`src/rtl/imm_encoder_if.sv`:
```
// Field-bundle handshake and instruction-memory write port of the immediate encoder.
// The encoder is the slave; the loader/sequencer (or bench) is the master.
interface imm_encoder_if;
    logic        in_valid;
    logic        in_ready;
    logic [1:0]  ImmSrc;
    logic [6:0]  opcode;
    logic [2:0]  funct3;
    logic [4:0]  rd;
    logic [4:0]  rs1;
    logic [4:0]  rs2;
    logic [31:0] imm;
    logic        imem_we;
    logic [31:0] imem_addr;
    logic [31:0] imem_wdata;

    modport master (
        output in_valid, ImmSrc, opcode, funct3, rd, rs1, rs2, imm,
        input  in_ready, imem_we, imem_addr, imem_wdata
    );

    modport slave (
        input  in_valid, ImmSrc, opcode, funct3, rd, rs1, rs2, imm,
        output in_ready, imem_we, imem_addr, imem_wdata
    );
endinterface

```
`src/rtl/imm_encoder.sv`:
```
// Immediate encoder: range-checks a signed immediate, packs an I/S/B(/J) word and writes it
// to instruction memory at an auto-incrementing address. J-type is enabled by IMM_J_TYPE_EN.
module imm_encoder #(
    parameter int unsigned DEPTH     = 256,
    parameter logic [31:0] BASE_ADDR = 32'h0000_0000
) (
    input  logic                       clk,
    input  logic                       rst_n,
    input  logic                       start,
    imm_encoder_if.slave               bus,
    output logic                       busy,
    output logic                       full,
    output logic                       err,
    output logic [1:0]                 err_code,
    output logic [$clog2(DEPTH+1)-1:0] count
);
    localparam int unsigned CntW = $clog2(DEPTH + 1);

    typedef enum logic [1:0] {StIdle, StRun, StFull, StErr} state_e;

    state_e            state_q, state_d;
    logic              in_ready;
    logic              accept;
    logic              legal;
    logic [1:0]        chk_code;
    logic [31:0]       enc_word;
    logic [31:0]       ptr_q;
    logic [CntW-1:0]   count_q;
    logic              err_q;
    logic [1:0]        err_code_q;
    logic              we_q;
    logic [31:0]       addr_q;
    logic [31:0]       wdata_q;
    logic              fits_12;
    logic              fits_13;
    logic [31:0]       imm;

    assign imm = bus.imm;

    // An immediate fits N bits when everything above bit N-1 is pure sign extension.
    assign fits_12 = (&imm[31:11]) | ~(|imm[31:11]);
    assign fits_13 = (&imm[31:12]) | ~(|imm[31:12]);
`ifdef IMM_J_TYPE_EN
    logic fits_21;
    assign fits_21 = (&imm[31:20]) | ~(|imm[31:20]);
`endif

    always_comb begin
        chk_code = 2'b00;
        enc_word = '0;
        unique case (bus.ImmSrc)
            2'b00: begin
                enc_word = {imm[11:0], bus.rs1, bus.funct3, bus.rd, bus.opcode};
                if (!fits_12) chk_code = 2'b01;
            end
            2'b01: begin
                enc_word = {imm[11:5], bus.rs2, bus.rs1, bus.funct3, imm[4:0], bus.opcode};
                if (!fits_12) chk_code = 2'b01;
            end
            2'b10: begin
                enc_word = {imm[12], imm[10:5], bus.rs2, bus.rs1, bus.funct3, imm[4:1], imm[11],
                            bus.opcode};
                if (imm[0])        chk_code = 2'b10;
                else if (!fits_13) chk_code = 2'b01;
            end
            2'b11: begin
`ifdef IMM_J_TYPE_EN
                enc_word = {imm[20], imm[10:1], imm[11], imm[19:12], bus.rd, bus.opcode};
                if (imm[0])        chk_code = 2'b10;
                else if (!fits_21) chk_code = 2'b01;
`else
                chk_code = 2'b11;
`endif
            end
        endcase
    end

    assign legal  = (chk_code == 2'b00);
    assign accept = bus.in_valid && in_ready;

    always_ff @(posedge clk or negedge rst_n) begin
        if (!rst_n) state_q <= StIdle;
        else        state_q <= state_d;
    end

    always_comb begin
        state_d = state_q;
        if (start) begin
            state_d = StRun;
        end else if (accept) begin
            if (!legal)                               state_d = StErr;
            else if (count_q == CntW'(DEPTH - 1))     state_d = StFull;
        end
    end

    always_comb begin
        in_ready = (state_q == StRun) && !start;
        busy     = (state_q == StRun);
        full     = (state_q == StFull);
    end

    // A write pending from the previous cycle still drains while start is high.
    always_ff @(posedge clk or negedge rst_n) begin
        if (!rst_n) begin
            ptr_q      <= BASE_ADDR;
            count_q    <= '0;
            err_q      <= 1'b0;
            err_code_q <= 2'b00;
            we_q       <= 1'b0;
            addr_q     <= '0;
            wdata_q    <= '0;
        end else begin
            we_q <= 1'b0;
            if (start) begin
                ptr_q      <= BASE_ADDR;
                count_q    <= '0;
                err_q      <= 1'b0;
                err_code_q <= 2'b00;
            end else if (accept) begin
                if (legal) begin
                    we_q    <= 1'b1;
                    addr_q  <= ptr_q;
                    wdata_q <= enc_word;
                    ptr_q   <= ptr_q + 32'd4;
                    count_q <= count_q + 1'b1;
                end else begin
                    err_q      <= 1'b1;
                    err_code_q <= chk_code;
                end
            end
        end
    end

    assign bus.in_ready   = in_ready;
    assign bus.imem_we    = we_q;
    assign bus.imem_addr  = addr_q;
    assign bus.imem_wdata = wdata_q;
    assign err            = err_q;
    assign err_code       = err_code_q;
    assign count          = count_q;
endmodule

```
`src/flat_wrapper.sv`:
```
// flat-port wrapper written by rule: the top's interface ports become plain ports
module imm_encoder_flat 
#(
    parameter int unsigned DEPTH     = 256,
    parameter logic [31:0] BASE_ADDR = 32'h0000_0000
)
  (clk, rst_n, start, busy, full, err, err_code, count, bus_in_valid, bus_ImmSrc, bus_opcode, bus_funct3, bus_rd, bus_rs1, bus_rs2, bus_imm, bus_in_ready, bus_imem_we, bus_imem_addr, bus_imem_wdata);
  imm_encoder_if bus_i ();
  input  logic clk;
  input  logic rst_n;
  input  logic start;
  output logic busy;
  output logic full;
  output logic err;
  output logic [1:0] err_code;
  output logic [$clog2(DEPTH+1)-1:0] count;
  input wire logic [$bits(bus_i.in_valid)-1:0] bus_in_valid;
  input wire logic [$bits(bus_i.ImmSrc)-1:0] bus_ImmSrc;
  input wire logic [$bits(bus_i.opcode)-1:0] bus_opcode;
  input wire logic [$bits(bus_i.funct3)-1:0] bus_funct3;
  input wire logic [$bits(bus_i.rd)-1:0] bus_rd;
  input wire logic [$bits(bus_i.rs1)-1:0] bus_rs1;
  input wire logic [$bits(bus_i.rs2)-1:0] bus_rs2;
  input wire logic [$bits(bus_i.imm)-1:0] bus_imm;
  output wire logic [$bits(bus_i.in_ready)-1:0] bus_in_ready;
  output wire logic [$bits(bus_i.imem_we)-1:0] bus_imem_we;
  output wire logic [$bits(bus_i.imem_addr)-1:0] bus_imem_addr;
  output wire logic [$bits(bus_i.imem_wdata)-1:0] bus_imem_wdata;
  assign bus_i.in_valid = bus_in_valid;
  assign bus_i.ImmSrc = bus_ImmSrc;
  assign bus_i.opcode = bus_opcode;
  assign bus_i.funct3 = bus_funct3;
  assign bus_i.rd = bus_rd;
  assign bus_i.rs1 = bus_rs1;
  assign bus_i.rs2 = bus_rs2;
  assign bus_i.imm = bus_imm;
  assign bus_in_ready = bus_i.in_ready;
  assign bus_imem_we = bus_i.imem_we;
  assign bus_imem_addr = bus_i.imem_addr;
  assign bus_imem_wdata = bus_i.imem_wdata;
  imm_encoder #(.DEPTH(DEPTH), .BASE_ADDR(BASE_ADDR)) u_core (.clk(clk), .rst_n(rst_n), .start(start), .bus(bus_i), .busy(busy), .full(full), .err(err), .err_code(err_code), .count(count));
endmodule
```
`config.mk`:
```
export PLATFORM = sky130hd
export DESIGN_NAME = imm_encoder_flat
export DESIGN_NICKNAME = d
export VERILOG_FILES = /design/src/rtl/imm_encoder_if.sv /design/src/rtl/imm_encoder.sv /design/src/flat_wrapper.sv
export SDC_FILE = /design/constraint.sdc
export NUM_CORES = 1
export LEC_CHECK = 0
export CAP_MARGIN = 10
export CORE_ASPECT_RATIO = 0.7
export CORE_UTILIZATION = 40
export CTS_CLUSTER_SIZE = 40
export DETAILED_ROUTE_END_ITERATION = 6
export DONT_BUFFER_PORTS = 1
export GPL_TIMING_DRIVEN = 0
export PLACE_DENSITY = 0.65
export SETUP_SLACK_MARGIN = 0.02
export SYNTH_ARGS = -nofsm -noshare
export SYNTH_HDL_FRONTEND = slang
export SYNTH_SLANG_ARGS = --single-unit
```
`constraint.sdc`:
```
create_clock -name clk -period 3 [get_ports clk]
set_clock_uncertainty 0.1 [all_clocks]
set_input_delay 0.45 -clock clk [delete_from_list [all_inputs] [get_ports clk]]
set_output_delay 0.45 -clock clk [all_outputs]
set_load 0.01 [all_outputs]
```
# Word-level counts from Yosys, hierarchy flattened
# Index checks and enable logic that the tools add are counted.
word_totals:
  out_inout_bits: 80
  elab_cells: 63
  reg_bits: 111
  input_bits: 63
op_classes:
  mux: 24
  eq_ne: 8
  n_bitwise: 5
  n_addsub: 2
  n_reduce_logical: 16
ops:
  columns: ["op", "n"]
  rows:
  - ["$mux W32", 3]
  - ["$pmux W32 S3", 1]
  - ["$add A32 B3 Y32 const B", 1]
  - ["$mux W9", 3]
  - ["$reduce_and A21 Y1", 1]
  - ["$reduce_or A21 Y1", 1]
  - ["$reduce_and A20 Y1", 1]
  - ["$reduce_or A20 Y1", 1]
  - ["$mux W2", 8]
  - ["$add A9 B1 Y9 const B", 1]
  - ["$eq A9 B8 Y1 const B", 1]
  - ["$mux W1", 8]
  - ["$eq A2 B2 Y1 const B", 3]
  - ["$pmux W2 S3", 1]
  - ["$reduce_and A2 Y1", 3]
  - ["$eq A2 B1 Y1 const B", 2]
  - ["$logic_not A2 Y1", 2]
  - ["$reduce_bool A2 Y1", 2]
  - ["$ne A3 B3 Y1 const B", 1]
  - ["$not A1 Y1", 3]
  - ["$reduce_and A3 Y1", 1]
  - ["$logic_and A1 B1 Y1", 2]
  - ["$ne A2 B2 Y1 const B", 1]
  - ["$or A1 B1 Y1", 2]
  - ["2 further kinds", 2]

# Depth between registers and ports, before layout
# Gate-level depths: netlist of the first run.
logic_depth:
  depth_word: 10
  ltp_mapped: 8
  depth_no_buf: 7

# Worst setup path before layout of the first run
# OpenSTA, ideal clock, no wires.
synth_timing:
  path_kind: "input-to-reg"
  startpoint: "in start"
  endpoint: "reg u_core.ptr_q[26]"
  required_ns: 2.781
  path_buffers: 0
  setup_time_ns: 0.119
  stages: 6
  t_arrival_ns: 2.282
  path_slack_ns: 0.499
  cell_sequence: "nor3b_1 > nand2_1 > or4_1 > a2111oi_4 > a31oi_1 > o21a_1"
synth_between:
  elab_chain_len: 5
  word_cells_on_any_way: 7
  classes_between: "1 x mux; 6 x reduce/logical"
synth_rtl:
  columns: ["item", "line_no", "rtl"]
  rows:
  - ["start, declared", "flat_wrapper.sv:11", "input logic start;"]
  - ["$logic_not A1 Y1", "imm_encoder.sv:97", "in_ready = (state_q == StRun) && !start;"]
  - ["$logic_and A1 B1 Y1", "imm_encoder.sv:97", null]
  - ["$logic_and A1 B1 Y1", "imm_encoder.sv:79", "assign accept = bus.in_valid && in_ready;"]
  - ["$reduce_bool A2 Y1 (no line)", null, null]
  - ["$reduce_and A2 Y1 (no line)", null, null]
  - ["end signal, assigned", "imm_encoder.sv:124", "ptr_q <= ptr_q + 32'd4;"]
  - ["end, declared", "imm_encoder.sv:27", "logic [31:0] ptr_q;"]
# Parallel ways exist; a longest one is shown, timed or not.
# A chain may end at the register's enable or synchronous reset.

# Worst setup path in the final report of the first run
layout_timing:
  startpoint: "reg u_core.ptr_q[2]"
  endpoint: "reg u_core.ptr_q[26]"
layout_between:
  elab_chain_len: 4
layout_rtl:
  columns: ["item", "line_no", "rtl"]
  rows:
  - ["$add A32 B3 Y32", "imm_encoder.sv:124", null]
  - ["$mux W32", "imm_encoder.sv:120", "if (legal) begin"]
  - ["$mux W32", "imm_encoder.sv:119", "end else if (accept) begin"]
  - ["$mux W32", "imm_encoder.sv:114", "if (start) begin"]
# No other way between the ends. The select of a mux whose other input is x is not followed.

==> results of run 1 <==
## kinds of logic (layout without fill, tap and decap cells)
family	Yosys count	after routing	share of synthesized area [%]
buffers and inverters	47	65	3.73
flip-flops	107	107	52.9
AO/OA/AOI/OAI	99	99	12.8
multiplexers	13	13	2.57
adder cells (fa/ha/maj)	3	3	0.742
XOR/XNOR	1	1	0.173
other	1	2	0.0741
AND/OR/NAND/NOR	300	300	27.0
## worst max path at each step
stage / slack [ns] / start / to / depth (start not counted)
after floorplan: 0.50 / start / u_core.ptr_q[26]$_DFFE_PN0P_ / 6
after global placement: -0.17 / bus_imm[24] / u_core.ptr_q[24]$_DFFE_PN0P_ / 6
after detailed placement: -0.31 / bus_imm[20] / u_core.ptr_q[24]$_DFFE_PN0P_ / 6
after CTS: 0.07 / bus_imm[20] / u_core.ptr_q[24]$_DFFE_PN0P_ / 6
after global routing: 0.08 / u_core.state_q[1]$_DFFE_PN0P_ / u_core.bus.imem_wdata[10]$_DFFE_PN0P_ / 8
final: 0.26 / u_core.ptr_q[2]$_DFFE_PN0P_ / u_core.ptr_q[26]$_DFFE_PN0P_ / 7
## state kept, by name, summed over array words and instances, names as in the netlist
name,flops
u_core.ptr_q,30
u_core.err_code,2
u_core.state_q,2
u_core.err,1
u_core.count,9
u_core.bus.imem_addr,30
u_core.bus.imem_we,1
u_core.bus.imem_wdata,32
## layout by cell type (no fill, tap or decap), types with 2 or more instances in the layout
| master | synthesis | routed |
|---|---|---|
| and3_1 | 5 | 5 |
| or3_1 | 11 | 11 |
| or2_2 | 2 | 2 |
| and4_1 | 3 | 3 |
| or4_1 | 7 | 7 |
| inv_1 | 12 | 12 |
| nor3b_1 | 3 | 2 |
| nor4_1 | 7 | 7 |
| nor3_1 | 6 | 6 |
| nor2b_1 | 5 | 5 |
| clkbuf_16 | 0 | 9 |
| o31ai_1 | 5 | 5 |
| a21oi_1 | 37 | 37 |
| o21a_1 | 3 | 3 |
| bufinv_16 | 0 | 2 |
| a31oi_1 | 4 | 4 |
| ha_1 | 3 | 3 |
| dfrtp_1 | 107 | 107 |
| a211o_1 | 3 | 3 |
| buf_4 | 3 | 5 |
| mux2i_1 | 13 | 13 |
| nand3_1 | 39 | 39 |
| and2_1 | 2 | 2 |
| conb_1 | 1 | 2 |
| nor2_1 | 33 | 33 |
| a41oi_1 | 3 | 3 |
| clkinv_4 | 0 | 2 |
| clkbuf_1 | 31 | 31 |
| a2111oi_4 | 2 | 2 |
| o21ai_0 | 25 | 25 |
| a31o_2 | 3 | 3 |
| nand4_1 | 17 | 17 |
| o211ai_1 | 4 | 4 |
| nand2_1 | 159 | 159 |
## area by class of cell
class / count / area [um^2]
plain buffers: 35 / 145
clock buffers: 10 / 229
clock inverters: 6 / 90.1
fillers: 1176 / 6410
inverters: 12 / 45.0
multi-input cells: 418 / 2210
flip-flops and latches: 107 / 2680
well taps: 157 / 196
repair buffers: 2 / 15.0
## repair_timing
action | in CTS | in global routing
buffers inserted | 0 | 2
endpoints found under the setup margin | 4 | 15
pin swaps | 1 | 1
gates resized for setup | 1 | 3
endpoints found under the hold margin | 107 | 107
## where the power goes
part / leakage [nW] / total (mW) / switching [mW] / internal (mW)
sequential: 1.49 / 1.45 / 0.00561 / 1.45
combinational: 0.953 / 0.0813 / 0.0542 / 0.0270
clock: 0.153 / 1.27 / 0.540 / 0.734
## metrics by stage
step	hold WS (ns)	instances	power (mW)	instance area, um^2
4_1_cts	-0.313	745	2.84	5580
3_3_place_gp	0.0600	729	1.56	5260
5_1_grt	-0.327	747	2.91	5610
6_report	-0.300	747	2.81	5610
3_5_place_dp	0.0591	729	1.56	5260
2_1_floorplan	0.0544	572	1.54	5060
## cell usage after synthesis, drive strengths merged (6+ instances only)
| cell | number |
|---|---|
| o21ai | 25 |
| a21oi | 37 |
| nand3 | 39 |
| mux2i | 13 |
| nand4 | 18 |
| or4 | 7 |
| inv | 12 |
| nor4 | 7 |
| or3 | 11 |
| nor2 | 33 |
| nor3 | 6 |
| dfrtp | 107 |
| clkbuf | 31 |
| nand2 | 159 |
## critical path: stages (launching register included)
cell and delay [ns]:
dfrtp_1 0.42, ha_1 0.19, and3_1 0.24, nand4_1 0.27, or4_1 0.64, a2111oi_4 0.39
a31oi_1 0.16, o21a_1 0.20
## layer usage
metal  up-vias  track usage, %
met1      2094            28.7
met2       198            32.8
li1       2006               -
met5         -               0
met4         0            5.74
met3        18            7.85
==> metrics.md, run 1 <==
| Metric | Value |
|---|---|
| Status | `finished, violations left` |
| Failing checks | `negative hold slack` |
| # setup viols final | `0` |
| Synth-to-Final Area Change | `10.8%` |
| Largest net degree at the start of global routing | `108` |
| CTS tree | `done` |
| Antenna cells | `0` |
| R2R depth | `7` |
| Worst path arrival time | `2.87 ns` |
| Vias in the first global route | `4101` |
| Number of synthesized register bits | `107` |
| Setup WS pre-CTS | `-0.314 ns` |
| Top FF cell, synth | `dfrtp_1` |
| Critical R2R Launch | `u_core.ptr_q[2]$_DFFE_PN0P_` |
| Die Width | `136 um` |
| Number of synthesized flops with an enable pin | `0` |
| Sequential area share after synthesis | `52.9%` |
| Final nets | `651` |
| Max Cap Viol | `0` |
| Crit path capture type | `flop` |
| Setup TNS | `0 ns` |
| Minimum clock period | `2.74 ns` |
| Routed wire length | `13800 um` |
| Netlist cell types | `43` |
| Top routing layer in use | `met4` |
| Total gr overflow | `0` |
| Final WS setup | `0.262 ns` |
| Unrepaired setup endpoints after global routing | `no` |
| Hold_ws | `-0.300 ns` |
| Max_slew headroom | `56.4%` |
| 1st-iter DRT viols | `321` |
| Post-DR wirelength/cell | `18.5 um` |
| Reg2Reg Capture Point | `u_core.ptr_q[26]$_DFFE_PN0P_` |
| Synth Instances | `571` |
| Crit Path Max Fanout | `6` |
| Total Routing Usage GR | `21.5%` |
| Clock sink count | `107` |
| Chip Height | `96.1 um` |
| Syn avg cell area | `8.86 um^2` |
| Leakage dissipation | `2.59 nW` |
| Core Util, Final | `46.7%` |
| Top-area cell type share of the netlist area | `52.9%` |
| Synth Cell Area | `5060 um^2` |
| Met3 wire len | `1440 um` |
| PD cells | `501 nW/um^2` |
| Initial antenna violation count | `0` |
| GPL Wtd Cong | `0.933` |
| H-tree depth | `3` |
| Post-Route M1 WL | `6190 um` |
| Startpoint Class | `flop` |
| DR vias | `4316` |
| Starting Density | `42.1%` |
| Number of remaining DRC errors | `0` |
| CTS Buf Count | `9` |
| Least-Margin Pin Slew | `0.653 ns` |
| Period utilisation layout | `91.3%` |
| Fin. Hold Viols | `107` |
| First-pass GRT wire length | `21200 um` |
| Worst vdd ir | `0.274 mV` |
| Root Buffer | `clkbuf_16` |
| Num rows | `33` |
| Antenna-violating nets left | `0` |
| Ys async rst share | `100%` |
| Routed wl met2 | `6020 um` |
| IO buf count | `0` |
| Synth area leader | `dfrtp_1` |
| DR vias/cell | `5.78` |
| Clock tree buffer depth | `2` |
| # IOs | `143` |
| Top cells by area, synth | `dfrtp_1 (53%), nand2_1 (12%), nand3_1 (3.9%), a21oi_1 (3.7%), mux2i_1 (2.6%)` |
| Clock-pin slew of the registers on the worst-case setup and hold paths | `0.07 ns` |
| Flop-to-flop setup slack | `0.26 ns` |
| Slew Viols, Final | `0` |
| Full die area | `13100 um^2` |
| Hold Path Class | `input port to async pin` |
| Core Area | `12000 um^2` |
| Clk_lat worst skew | `0.35 ns` |
| Crit path kind | `flop to flop` |
| Worst EP required | `3.14 ns` |
| Synthesis Warnings | `0` |
| Post-DP HPWL | `9990 um` |
| Layout cells sized above 1 | `5.42%` |
| Maximum clock rate | `0.365 GHz` |
| First-pass DRT Iterations | `5` |
Note: power is estimated with default switching activity, not from simulation.
==> run 2: changes to the inputs <==
--- a/config.mk
+++ b/config.mk
@@ -6,7 +6,6 @@
 export NUM_CORES = 1
 export LEC_CHECK = 0
 export CAP_MARGIN = 10
-export CORE_ASPECT_RATIO = 0.7
 export CORE_UTILIZATION = 40
 export CTS_CLUSTER_SIZE = 40
 export DETAILED_ROUTE_END_ITERATION = 6
==> metrics.md, run 2 (synthesis results as in run 1) <==
| Metric | Value |
|---|---|
| Status | `finished, violations left` |
| Failing checks | `negative hold slack` |
| Fin. Hold Viols | `107` |
| Clock-pin slew of the registers on the worst-case setup and hold paths | `0.08 ns` |
| Max Cap Viol | `0` |
| Chip Height | `114 um` |
| Most common cell after layout, fill and taps aside | `nand2_1` |
| Worst path arrival time | `2.93 ns` |
| First-pass GRT wire length | `20900 um` |
| IO buf count | `0` |
| DR vias | `4231` |
| Clock sink count | `107` |
| Hold_ws | `-0.318 ns` |
| CTS tree | `done` |
| # setup viols final | `0` |
| Worst EP required | `3.17 ns` |
| Maximum clock rate | `0.361 GHz` |
| Total gr overflow | `0` |
| Largest register FFs | `32` |
| Startpoint Class | `flop` |
| Layout cells sized above 1 | `5.41%` |
| Total Routing Usage GR | `20.6%` |
| Hold Path Class | `input port to async pin` |
| Slew Viols, Final | `0` |
| Minimum clock period | `2.77 ns` |
| Worst vdd ir | `0.254 mV` |
| Root Buffer | `clkbuf_16` |
| 1st-iter DRT viols | `391` |
| Full die area | `13100 um^2` |
| Antenna-violating nets left | `0` |
| Routed wire length | `13400 um` |
| GPL Wtd Cong | `0.826` |
| Core Util, Final | `46.7%` |
| Synth-to-Final Area Change | `12.2%` |
| H-tree depth | `3` |
| Leakage dissipation | `2.63 nW` |
| Num rows | `40` |
| # IOs | `143` |
| Final nets | `653` |
| CTS Buf Count | `9` |
| First-pass DRT Iterations | `4` |
| Number of remaining DRC errors | `0` |
| Die Width | `114 um` |
| Vias in the first global route | `4146` |
| DR vias/cell | `5.57` |
| Crit path kind | `flop to flop` |
| Crit path capture type | `flop` |
| Antenna cells | `0` |
| Least-Margin Pin Slew | `0.775 ns` |
| Unrepaired setup endpoints after global routing | `no` |
| Crit Path Max Fanout | `10` |
| Starting Density | `41.6%` |
| Max_slew headroom | `48.3%` |
| Clk_lat worst skew | `0.35 ns` |
| Core Area | `12200 um^2` |
| Post-DP HPWL | `9570 um` |
| PD cells | `526 nW/um^2` |
| Initial antenna violation count | `0` |
| Largest net degree at the start of global routing | `108` |
| Commonest non-fill, non-tap cells in the layout | `nand2_1 (159), dfrtp_1 (107), nand3_1 (39)` |
| Clock tree buffer depth | `2` |
| Period utilisation layout | `92.3%` |
| Post-DR wirelength/cell | `17.6 um` |
| Final std cells w/o fill | `760` |
| Placed cell count | `740` |
==> run 2: repair_timing <==
| item | in CTS | in global routing |
|---|---|---|
| endpoints found under the setup margin | 3 | 4 |
| resized for setup | 1 | 0 |
| pin swaps | 1 | 1 |
| setup buffers | 0 | 4 |
| hold endpoints to repair | 107 | 107 |
==> run 2: report_power, final <==
group	total [mW]	switching (mW)	internal, mW	leakage [nW]
logic	0.0804	0.0534	0.0270	0.962
registers	1.45	0.00609	1.45	1.49
clock network	1.45	0.550	0.904	0.177
==> run 2: routing by layer <==
metal | track usage [%] | up-vias | part of all wire [%]
met2 | 33.7 | 134 | 49
met1 | 26.7 | 2066 | 42
met3 | 4.92 | 15 | 7.1
li1 | - | 2016 | -
met5 | 0 | - | 0
met4 | 7.19 | 0 | 1.3
==> run 2: cell type report <==
type / count / area, um^2
plain buffers: 35 / 144
clock buffers: 10 / 229
clock inverters: 6 / 138
fillers: 1189 / 6490
inverters: 12 / 45.0
multi-input cells: 418 / 2200
flip-flops and latches: 107 / 2680
well taps: 168 / 210
repair buffers: 4 / 30.0
==> run 2: path summary, 6_finish.rpt <==
path | start | end | slack, ns | depth (start not counted)
max in group asynchronous | rst_n | u_core.bus.imem_addr[29]$_DFFE_PN0P_ | 2.92 | 0
min reg2reg | u_core.ptr_q[14]$_DFFE_PN0P_ | u_core.ptr_q[14]$_DFFE_PN0P_ | 0.42 | 1
max | u_core.state_q[1]$_DFFE_PN0P_ | u_core.ptr_q[16]$_DFFE_PN0P_ | 0.23 | 7
min | rst_n | u_core.bus.imem_wdata[22]$_DFFE_PN0P_ | -0.32 | 0
min in group clk | bus_opcode[0] | u_core.bus.imem_wdata[0]$_DFFE_PN0P_ | 0.12 | 2
max reg2reg | u_core.state_q[1]$_DFFE_PN0P_ | u_core.ptr_q[16]$_DFFE_PN0P_ | 0.23 | 7
==> run 2: critical path: stages (launching register included) <==
cell and delay, ns:
dfrtp_1 0.41, nor3b_2 0.37, and2_1 0.18, clkbuf_1 0.22
o2111ai_1 0.44, clkbuf_1 0.38, or3_1 0.41, a21oi_1 0.16
==> run 2: through the flow <==
step                      area, um^2  hold slack [ns]  power, mW  setup slack (ns)  setup TNS, ns
after global placement          5270           0.0566       1.56            -0.162          -1.20
after detailed placement        5270           0.0559       1.56            -0.218          -2.47
after CTS                       5650           -0.322       3.01             0.161              0
after floorplan                 5060           0.0544       1.54             0.499              0
final                           5680           -0.318       2.99             0.232              0
after global routing            5680           -0.326       3.06             0.105              0
